File: config.mk
export PLATFORM = sky130hd
export DESIGN_NAME = ram_channel_arbiter
export DESIGN_NICKNAME = d
export VERILOG_FILES = /design/src/rtl/ram_arb_pkg.sv /design/src/rtl/ram_channel_arbiter_rr_pick.sv /design/src/rtl/ram_channel_arbiter.sv
export SDC_FILE = /design/constraint.sdc
export NUM_CORES = 1
export LEC_CHECK = 0
export ABC_AREA = 1
export CAP_MARGIN = 40
export CORE_MARGIN = 5
export CORE_UTILIZATION = 60
export DETAILED_ROUTE_END_ITERATION = 7
export DONT_BUFFER_PORTS = 1
export HOLD_SLACK_MARGIN = 0.05
export PLACE_DENSITY = 0.73
export SLEW_MARGIN = 10
export SYNTH_ARGS = -nofsm -noshare
export SYNTH_HDL_FRONTEND = slang
export SYNTH_SLANG_ARGS = --single-unit
File: constraint.sdc
create_clock -name clk -period 14.7 [get_ports clk]
set_input_delay 1.47 -clock clk [delete_from_list [all_inputs] [get_ports clk]]
set_output_delay 1.47 -clock clk [all_outputs]
set_load 0.05 [all_outputs]
File: src/rtl/ram_arb_pkg.sv
// Shared constants and state encoding for the RAM channel arbiter.
// The default sizing matches the flash controller build with 19 channels.
package ram_arb_pkg;

   localparam int DEF_NUM_CH   = 19;
   localparam int DEF_CH_W     = 8;
   localparam int DEF_MAX_HOLD = 1024;
   localparam int DEF_CNT_W    = 11;

   // Channel index value meaning "no owner"; never a legal channel number.
   localparam logic [7:0] CH_IDLE = 8'hFF;

   typedef enum logic [1:0] {
      ST_IDLE  = 2'd0,
      ST_GRANT = 2'd1,
      ST_GAP   = 2'd2
   } arb_state_e;

   // Next round-robin start position after a channel gives up ownership.
   function automatic int unsigned wrapInc(input int unsigned idx, input int unsigned numCh);
      return (idx + 1 >= numCh) ? 0 : idx + 1;
   endfunction

endpackage

File: src/rtl/ram_channel_arbiter_rr_pick.sv
// Combinational round-robin picker: first set request bit at or above ptr_i,
// wrapping from NUM_CH-1 back to 0.
module rr_pick
   import ram_arb_pkg::*;
#(
   parameter int NUM_CH = DEF_NUM_CH,
   parameter int CH_W   = DEF_CH_W
) (
   input  logic [NUM_CH-1:0] req_i,
   input  logic [CH_W-1:0]   ptr_i,
   output logic              found_o,
   output logic [CH_W-1:0]   idx_o
);

   logic [NUM_CH-1:0] rotReq;
   int unsigned       offset;
   int unsigned       sum;

   // Rotate so the pointer position lands at bit 0, then take the lowest set bit.
   always_comb begin
      rotReq  = NUM_CH'({req_i, req_i} >> ptr_i);
      found_o = 1'b0;
      offset  = 0;
      for (int k = 0; k < NUM_CH; k++) begin
         if (!found_o && rotReq[k]) begin
            found_o = 1'b1;
            offset  = k;
         end
      end
      sum = 32'(ptr_i) + offset;
      if (sum >= 32'(NUM_CH)) begin
         sum = sum - 32'(NUM_CH);
      end
      idx_o = CH_W'(sum);
   end

endmodule

File: src/rtl/ram_channel_arbiter.sv
// Round-robin owner of the shared data RAM port: registered channel index and
// one-hot grant, released on done, request drop or hold-limit expiry.
module ram_channel_arbiter
   import ram_arb_pkg::*;
#(
   parameter int NUM_CH   = DEF_NUM_CH,
   parameter int CH_W     = DEF_CH_W,
   parameter int MAX_HOLD = DEF_MAX_HOLD,
   parameter int CNT_W    = DEF_CNT_W
) (
   input  logic              clk,
   input  logic              rst_n,
   input  logic [NUM_CH-1:0] req,
   input  logic              done,
   output logic [CH_W-1:0]   channel,
   output logic [NUM_CH-1:0] grant,
   output logic              busy,
   output logic              timeout_err,
   output logic [CH_W-1:0]   rr_ptr_dbg
);

   arb_state_e        state_q, state_d;
   logic [CH_W-1:0]   channel_q, channel_d;
   logic [NUM_CH-1:0] grant_q, grant_d;
   logic              busy_q, busy_d;
   logic              timeout_q, timeout_d;
   logic [CH_W-1:0]   rrPtr_q, rrPtr_d;
   logic [CNT_W-1:0]  holdCnt_q, holdCnt_d;

   logic              pickFound;
   logic [CH_W-1:0]   pickIdx;
   logic              ownerReq;
   logic              release_w;
   logic              expire_w;

   rr_pick #(
      .NUM_CH (NUM_CH),
      .CH_W   (CH_W)
   ) u_rr_pick (
      .req_i   (req),
      .ptr_i   (rrPtr_q),
      .found_o (pickFound),
      .idx_o   (pickIdx)
   );

   // The grant vector is one-hot on the owner, so masking req with it tests req[channel].
   assign ownerReq  = |(req & grant_q);
   assign release_w = done || !ownerReq;
   assign expire_w  = (holdCnt_q == CNT_W'(MAX_HOLD - 1));

   always_ff @(posedge clk or negedge rst_n) begin
      if (!rst_n) begin
         state_q   <= ST_IDLE;
         channel_q <= CH_W'(CH_IDLE);
         grant_q   <= '0;
         busy_q    <= 1'b0;
         timeout_q <= 1'b0;
         rrPtr_q   <= '0;
         holdCnt_q <= '0;
      end else begin
         state_q   <= state_d;
         channel_q <= channel_d;
         grant_q   <= grant_d;
         busy_q    <= busy_d;
         timeout_q <= timeout_d;
         rrPtr_q   <= rrPtr_d;
         holdCnt_q <= holdCnt_d;
      end
   end

   // IDLE and GAP arbitrate identically; GAP exists only to force one ownerless cycle.
   always_comb begin
      state_d   = state_q;
      channel_d = channel_q;
      grant_d   = grant_q;
      busy_d    = busy_q;
      timeout_d = 1'b0;
      rrPtr_d   = rrPtr_q;
      holdCnt_d = holdCnt_q;

      case (state_q)
         ST_IDLE, ST_GAP: begin
            if (pickFound) begin
               state_d   = ST_GRANT;
               channel_d = pickIdx;
               grant_d   = NUM_CH'(1) << pickIdx;
               busy_d    = 1'b1;
               holdCnt_d = '0;
            end else begin
               state_d   = ST_IDLE;
               channel_d = CH_W'(CH_IDLE);
               grant_d   = '0;
               busy_d    = 1'b0;
            end
         end

         ST_GRANT: begin
            if (release_w || expire_w) begin
               state_d   = ST_GAP;
               channel_d = CH_W'(CH_IDLE);
               grant_d   = '0;
               busy_d    = 1'b0;
               timeout_d = expire_w && !release_w;
               rrPtr_d   = CH_W'(wrapInc(32'(channel_q), NUM_CH));
               holdCnt_d = '0;
            end else if (holdCnt_q != {CNT_W{1'b1}}) begin
               holdCnt_d = holdCnt_q + CNT_W'(1);
            end
         end

         default: begin
            state_d   = ST_IDLE;
            channel_d = CH_W'(CH_IDLE);
            grant_d   = '0;
            busy_d    = 1'b0;
            holdCnt_d = '0;
         end
      endcase
   end

   assign channel     = channel_q;
   assign grant       = grant_q;
   assign busy        = busy_q;
   assign timeout_err = timeout_q;
   assign rr_ptr_dbg  = rrPtr_q;

endmodule

Yosys cells after proc, flatten, opt, wreduce, memory -nomap -nowiden
Cells that the tools add are included.
{ "totals": {"regBits": 50, "output_inout_bits": 37, "elab_cells": 126} }
{ "op_classes": {"add_sub_neg": 4, "n_lt_le_gt_ge": 2, "eq_ne": 7, "shifts": 2, "muxes": 57, "bitwise": 1, "n_reduce_logical": 46} }
{ "op_table": {"columns": ["op", "n"], "rows": [
  ["two-way mux 19 bit", 2],
  ["case mux 19 bit (2 select lines)", 1],
  ["right shift 38 x 8 -> 19 bit", 1],
  ["two-way mux 11 bit", 3],
  ["two-way mux 4 bit", 8],
  ["two-way mux 8 bit", 4],
  ["two-way mux 1 bit", 25],
  ["case mux 11 bit (2 select lines)", 1],
  ["zero test 1 bit", 20],
  ["bitwise AND 19 bit", 1],
  ["logical AND 1 bit", 19],
  ["OR reduction 19 bit", 1],
  ["left shift 1 x 8 -> 19 bit, first input constant", 1],
  ["greater-or-equal comparator 9 x 5 -> 1 bit, second input constant", 2],
  ["case mux 8 bit (2 select lines)", 1],
  ["two-way mux 5 bit", 3],
  ["two-way mux 3 bit", 4],
  ["adder 11 x 1 -> 11 bit, second input constant", 1],
  ["equality test 11 x 10 -> 1 bit, second input constant", 1],
  ["inequality test 11 bit, second input constant", 1],
  ["adder 8 x 1 -> 9 bit, second input constant", 1],
  ["adder 8 x 5 -> 9 bit", 1],
  ["subtractor 8 x 5 -> 8 bit, second input constant", 1],
  ["two-way mux 2 bit", 3],
  ["10 further kinds", 13]
]} }

Logic depth before layout (Yosys ltp)
{ "depth": {"ltp_word": 62, "ltp_mapped": 41, "depth_no_buf": 40} }

Cells and area by module
A second synthesis with hierarchy kept.
{ "hier_totals": {"hier_cells": 705, "area_unflattened_um2": 4739.5} }
{ "by_module_without_submodules": {"columns": ["module", "instances", "cells_each", "area_each_um2", "seq_area_each_um2"], "rows": [
  ["ram_channel_arbiter", 1, 299, 2514.9, 1261.2],
  ["rr_pick", 1, 406, 2224.6, 0.0]
]} }

Worst setup path after synthesis
OpenSTA, ideal clock, no wires.
{ "synth_timing": {"path_type": "input to register", "startpoint": "input req[18]", "endpoint": "register grant_q[1], in the netlist grant[1]", "arrival_ns": 5.989, "required_ns": 14.634, "slack_ns": 8.645, "stages": 39, "path_buffers": 0, "cell_sequence": "inv_1 > nor2_1 > nand2_1 > nand3_1 > nand3_1 > nand3_1 > nand3_1 > nand3_1 > nand2_1 > nand2_2 > nor2_4 > nand4_4 > nor3_2 > nand4_2 > nor2_4 > nand4_2 > nor2_4 > nand2_1 > (+3 left out) > fa_1 > inv_1 > nand3_1 > nand2_1 > nand2_1 > a21oi_1 > xor2_1 > nor2_1 > nand2_1 > nor2_1 > nand2_2 > o21ai_1 > inv_1 > nor4_1 > nand3_1 > nor2_1 > nand3_1 > nand2_1"} }
{ "synth_via": {"elab_chain_len": 62} }
{ "synth_rtl": {"columns": ["element", "line_no", "text"], "rows": [
  ["from (decl)", "ram_channel_arbiter.sv:13", "input logic [NUM_CH-1:0] req,"],
  ["right shift 38 x 8 -> 19 bit", "ram_channel_arbiter_rr_pick.sv:21", "rotReq = NUM_CH'({req_i, req_i} >> ptr_i);"],
  ["two-way mux 1 bit", "ram_channel_arbiter_rr_pick.sv:25", "if (!found_o && rotReq[k]) begin"],
  ["zero test 1 bit", "ram_channel_arbiter_rr_pick.sv:25", null],
  ["logical AND 1 bit", "ram_channel_arbiter_rr_pick.sv:25", null],
  ["two-way mux 1 bit", "ram_channel_arbiter_rr_pick.sv:25", null],
  ["zero test 1 bit", "ram_channel_arbiter_rr_pick.sv:25", null],
  ["logical AND 1 bit", "ram_channel_arbiter_rr_pick.sv:25", null],
  ["two-way mux 1 bit", "ram_channel_arbiter_rr_pick.sv:25", null],
  ["(+46 left out)", null, null],
  ["logical AND 1 bit", "ram_channel_arbiter_rr_pick.sv:25", null],
  ["two-way mux 5 bit", "ram_channel_arbiter_rr_pick.sv:25", null],
  ["adder 8 x 5 -> 9 bit", "ram_channel_arbiter_rr_pick.sv:30", "sum = 32'(ptr_i) + offset;"],
  ["subtractor 8 x 5 -> 8 bit or greater-or-equal comparator 9 x 5 -> 1 bit (tied branches)", "ram_channel_arbiter_rr_pick.sv:32, ram_channel_arbiter_rr_pick.sv:31", null],
  ["two-way mux 8 bit", "ram_channel_arbiter_rr_pick.sv:31", "if (sum >= 32'(NUM_CH)) begin"],
  ["left shift 1 x 8 -> 19 bit", "ram_channel_arbiter.sv:86", "grant_d = NUM_CH'(1) << pickIdx;"],
  ["two-way mux 19 bit", "ram_channel_arbiter.sv:83", "if (pickFound) begin"],
  ["case mux 19 bit (2 select lines)", "ram_channel_arbiter.sv:81", "case (state_q)"],
  ["to (signal assigned)", "ram_channel_arbiter.sv:63", "grant_q <= grant_d;"],
  ["to (decl)", "ram_channel_arbiter.sv:24", "logic [NUM_CH-1:0] grant_q, grant_d;"]
]} }
Parallel ways exist; a longest one is shown, timed or not.
A chain may end at the register's enable or synchronous reset.

Worst setup path after layout
{ "layout_timing": {"startpoint": "input req[18]", "endpoint": "register grant_q[18], in the netlist grant[18]"} }
Same word-level chain as after synthesis.

==> flow_summary.json <==
{
  "die-area_mm2": 0.00964,
  "synth_area_mm2": 0.00467,
  "portBuffers": 0,
  "endpoint_kind": "flop",
  "yosysMostFrequentCell": "nand3_1",
  "finalClockSkew_ns": 0.0106,
  "insertion_delay_ns": 0.32,
  "setup_violations": 0,
  "vias": 5039,
  "tightest_slew_ns": 0.779,
  "htree_levels": 2,
  "path_clk_slew_ns": 0.11,
  "worst_path_most_repeated_cell": "nand2_1",
  "wl_per_cell_um": 17.9,
  "drt-total-wl_um": 14400,
  "synthArstFlopShare_pct": 100,
  "synth.top_cells.by_area": "dfrtp_1 (22%), nand3_1 (19%), nand2_1 (13%)",
  "pre_cts_ws_ns": 7.75,
  "reg2reg_to": "grant[18]",
  "min_path_type": "reg2reg",
  "routabilityCongestion": 1.00,
  "diodes": 0,
  "relSlewSlack_pct": 47.8,
  "synth_compound_gate_area_share_pct": 11.2,
  "p_total_mw": 0.223,
  "grt_pass1_wl_um": 23700,
  "post-route-period-util_pct": 46.2,
  "final_cell_area_mm2": 0.00477,
  "synth_fa_ha_area_share_pct": 2.84,
  "critPathMaxStageDelay_ns": 0.50,
  "via_per_inst": 6.28,
  "ys_ff_latch": 49,
  "synth_mux_area_share_pct": 0,
  "synthXorXnorAreaFrac_pct": 3.38,
  "reg2reg_from": "rr_ptr_dbg[7]",
  "cp.required_ns": 14.90,
  "grt_max_degree": 50,
  "ant_nets": 0,
  "first_iter_violations": 355,
  "synth_common_cells": "nand3_1 (180), nand2_1 (158), inv_1 (68)",
  "slowest_stage": "xnor2_1",
  "leakage_nw": 2.28,
  "cp_max_fo": 9,
  "worstPathArrival_ns": 6.99,
  "numCtsBuffers": 5,
  "synth-simple-area-share_pct": 46.4,
  "dr.pass1.iters": 7,
  "coreArea_mm2": 0.00765,
  "clock_path_buffers": 2,
  "fin_crit_ns": 6.79,
  "synth_fp_nets": 752,
  "ys_types": 48,
  "die_w_um": 98.2,
  "synth-main-ff-cell": "dfrtp_1",
  "netlist_instances": 720,
  "r2r_slack_ns": 7.94,
  "drive_gt1_share_pct": 8.27,
  "min_to": "holdCnt_q[1]",
  "grt.total_usage_pct": 30.0,
  "slew_viol_final": 0,
  "layout_setup_ws_ns": 7.91,
  "post-route-drc-count": 0,
  "die_h_um": 98.2,
  "grt_pass1_vias": 4767,
  "maxCapViolCount": 0,
  "root_buffer": "clkbuf_8",
  "synth_edf_count": 0,
  "rsz0062_at_grt": "no",
  "hold_depth": 2,
  "synth_seq_area_share_pct": 26.5,
  "startpoint_type": "input pin",
  "ioPinCount": 59,
  "cts.sinks": 49,
  "overflow": 0,
  "synth_top_area_share_pct": 22.0,
  "pwr_density_cell_mw_per_mm2": 46.7,
  "hold_buffers": 0,
  "area_delta_synth_final_pct": 2.33,
  "start_util_pct": 61.0,
  "layout.nets": 732,
  "critPathKind": "in2reg",
  "cts_tree": "done",
  "synth_top_family_by_area": "simple AND/OR/NAND/NOR gates",
  "final_util_pct": 62.4,
  "cts_resized": 0,
  "placed_area_mm2": 0.00468,
  "hold_violations": 0,
  "post_cts_buffers": 0,
  "worstHoldStart": "holdCnt_q[1]",
  "setup_tns_ns": 0,
  "status": "complete, no violations",
  "placement_rows": 32,
  "yosys_warnings": 0,
  "antenna_found_initial": 0,
  "irDropWorstVdd_mv": 0.0478,
  "reg2reg_depth": 38,
  "post-dp-hpwl_um": 11300,
  "synth_top_area_cell": "dfrtp_1",
  "fmax_mhz": 147,
  "avgSynthCellArea_um2": 6.48
}
==> worst max-delay path, delay by kind of cell <==
kind            cells  cell delay [ns]
buf+inv             4             0.60
xor+xnor            2             0.74
fa+ha+maj           2             0.59
compound gates      5             0.84
simple gates       23             2.74
==> cell families after synthesis <==
group                    count (synthesis)
AND/OR/NAND/NOR                        447
flip-flops                              49
XOR/XNOR                                18
buffers and inverters                  106
adder cells (fa/ha/maj)                 10
AO/OA/AOI/OAI                           90
==> power by group <==
group	switching [mW]	leakage (nW)	total [mW]	internal (mW)
registers	0	0.642	0.135	0.135
clock network	0.0525	0.0506	0.0882	0.0357
logic	0.0000633	1.59	0.000158	0.0000930
==> cell usage in the layout (no fill, tap or decap), types with 3 or more instances in the layout <==
cell,instances
nand4_1,14
a21oi_1,18
o211ai_1,3
nand3b_1,6
dfrtp_1,41
nand3_1,180
or2_2,9
dfstp_2,8
xor2_1,15
nor2_1,44
o31ai_1,5
xnor2_1,3
inv_2,5
nand2_2,3
o21ai_0,29
inv_1,68
nor3_1,9
nor4_1,4
buf_4,4
ha_1,9
nand3_2,6
nor2_4,3
o21ai_1,20
nand2_1,158
clkbuf_8,5
==> layer usage <==
metal,GRT usage [%],vias up,share of wire [%]
met5,0,-,0
met4,12.3,0,3.8
met3,4.71,43,7.1
met2,51.9,232,49
met1,37.2,2359,40
li1,-,2405,-
==> per-stage QoR <==
step | cells | hold slack [ns]
floorplan | 720 | 0.464
global placement | 794 | 0.478
detailed placement | 795 | 0.492
CTS | 803 | 0.515
global route | 803 | 0.554
finish | 803 | 0.514
==> worst max-delay path by stage <==
| stage | from | depth (start not counted) | slack (ns) | to |
|---|---|---|---|---|
| floorplan | req[18] | 39 | 8.65 | grant[1] |
| global placement | req[18] | 36 | 7.96 | grant[18] |
| detailed placement | req[18] | 36 | 7.75 | grant[18] |
| CTS | req[18] | 36 | 8.02 | grant[18] |
| global route | rr_ptr_dbg[7] | 38 | 7.36 | grant[0] |
| finish | req[18] | 36 | 7.91 | grant[18] |
==> flip-flops by register name, indices dropped and copies added (netlist names) <==
name	count
grant	19
holdCnt_q	11
channel	8
rr_ptr_dbg	8
state_q	2
timeout_err	1
==> layout make-up <==
class	instances	area (um2)
repair buffers	5	57.6
inverters	74	278
clock inverters	3	28.8
flip-flops and latches	49	1240
clock buffers	5	68.8
fillers	715	2870
multi-input cells	565	2980
well taps	102	128
(Power assumes the default switching activity.)
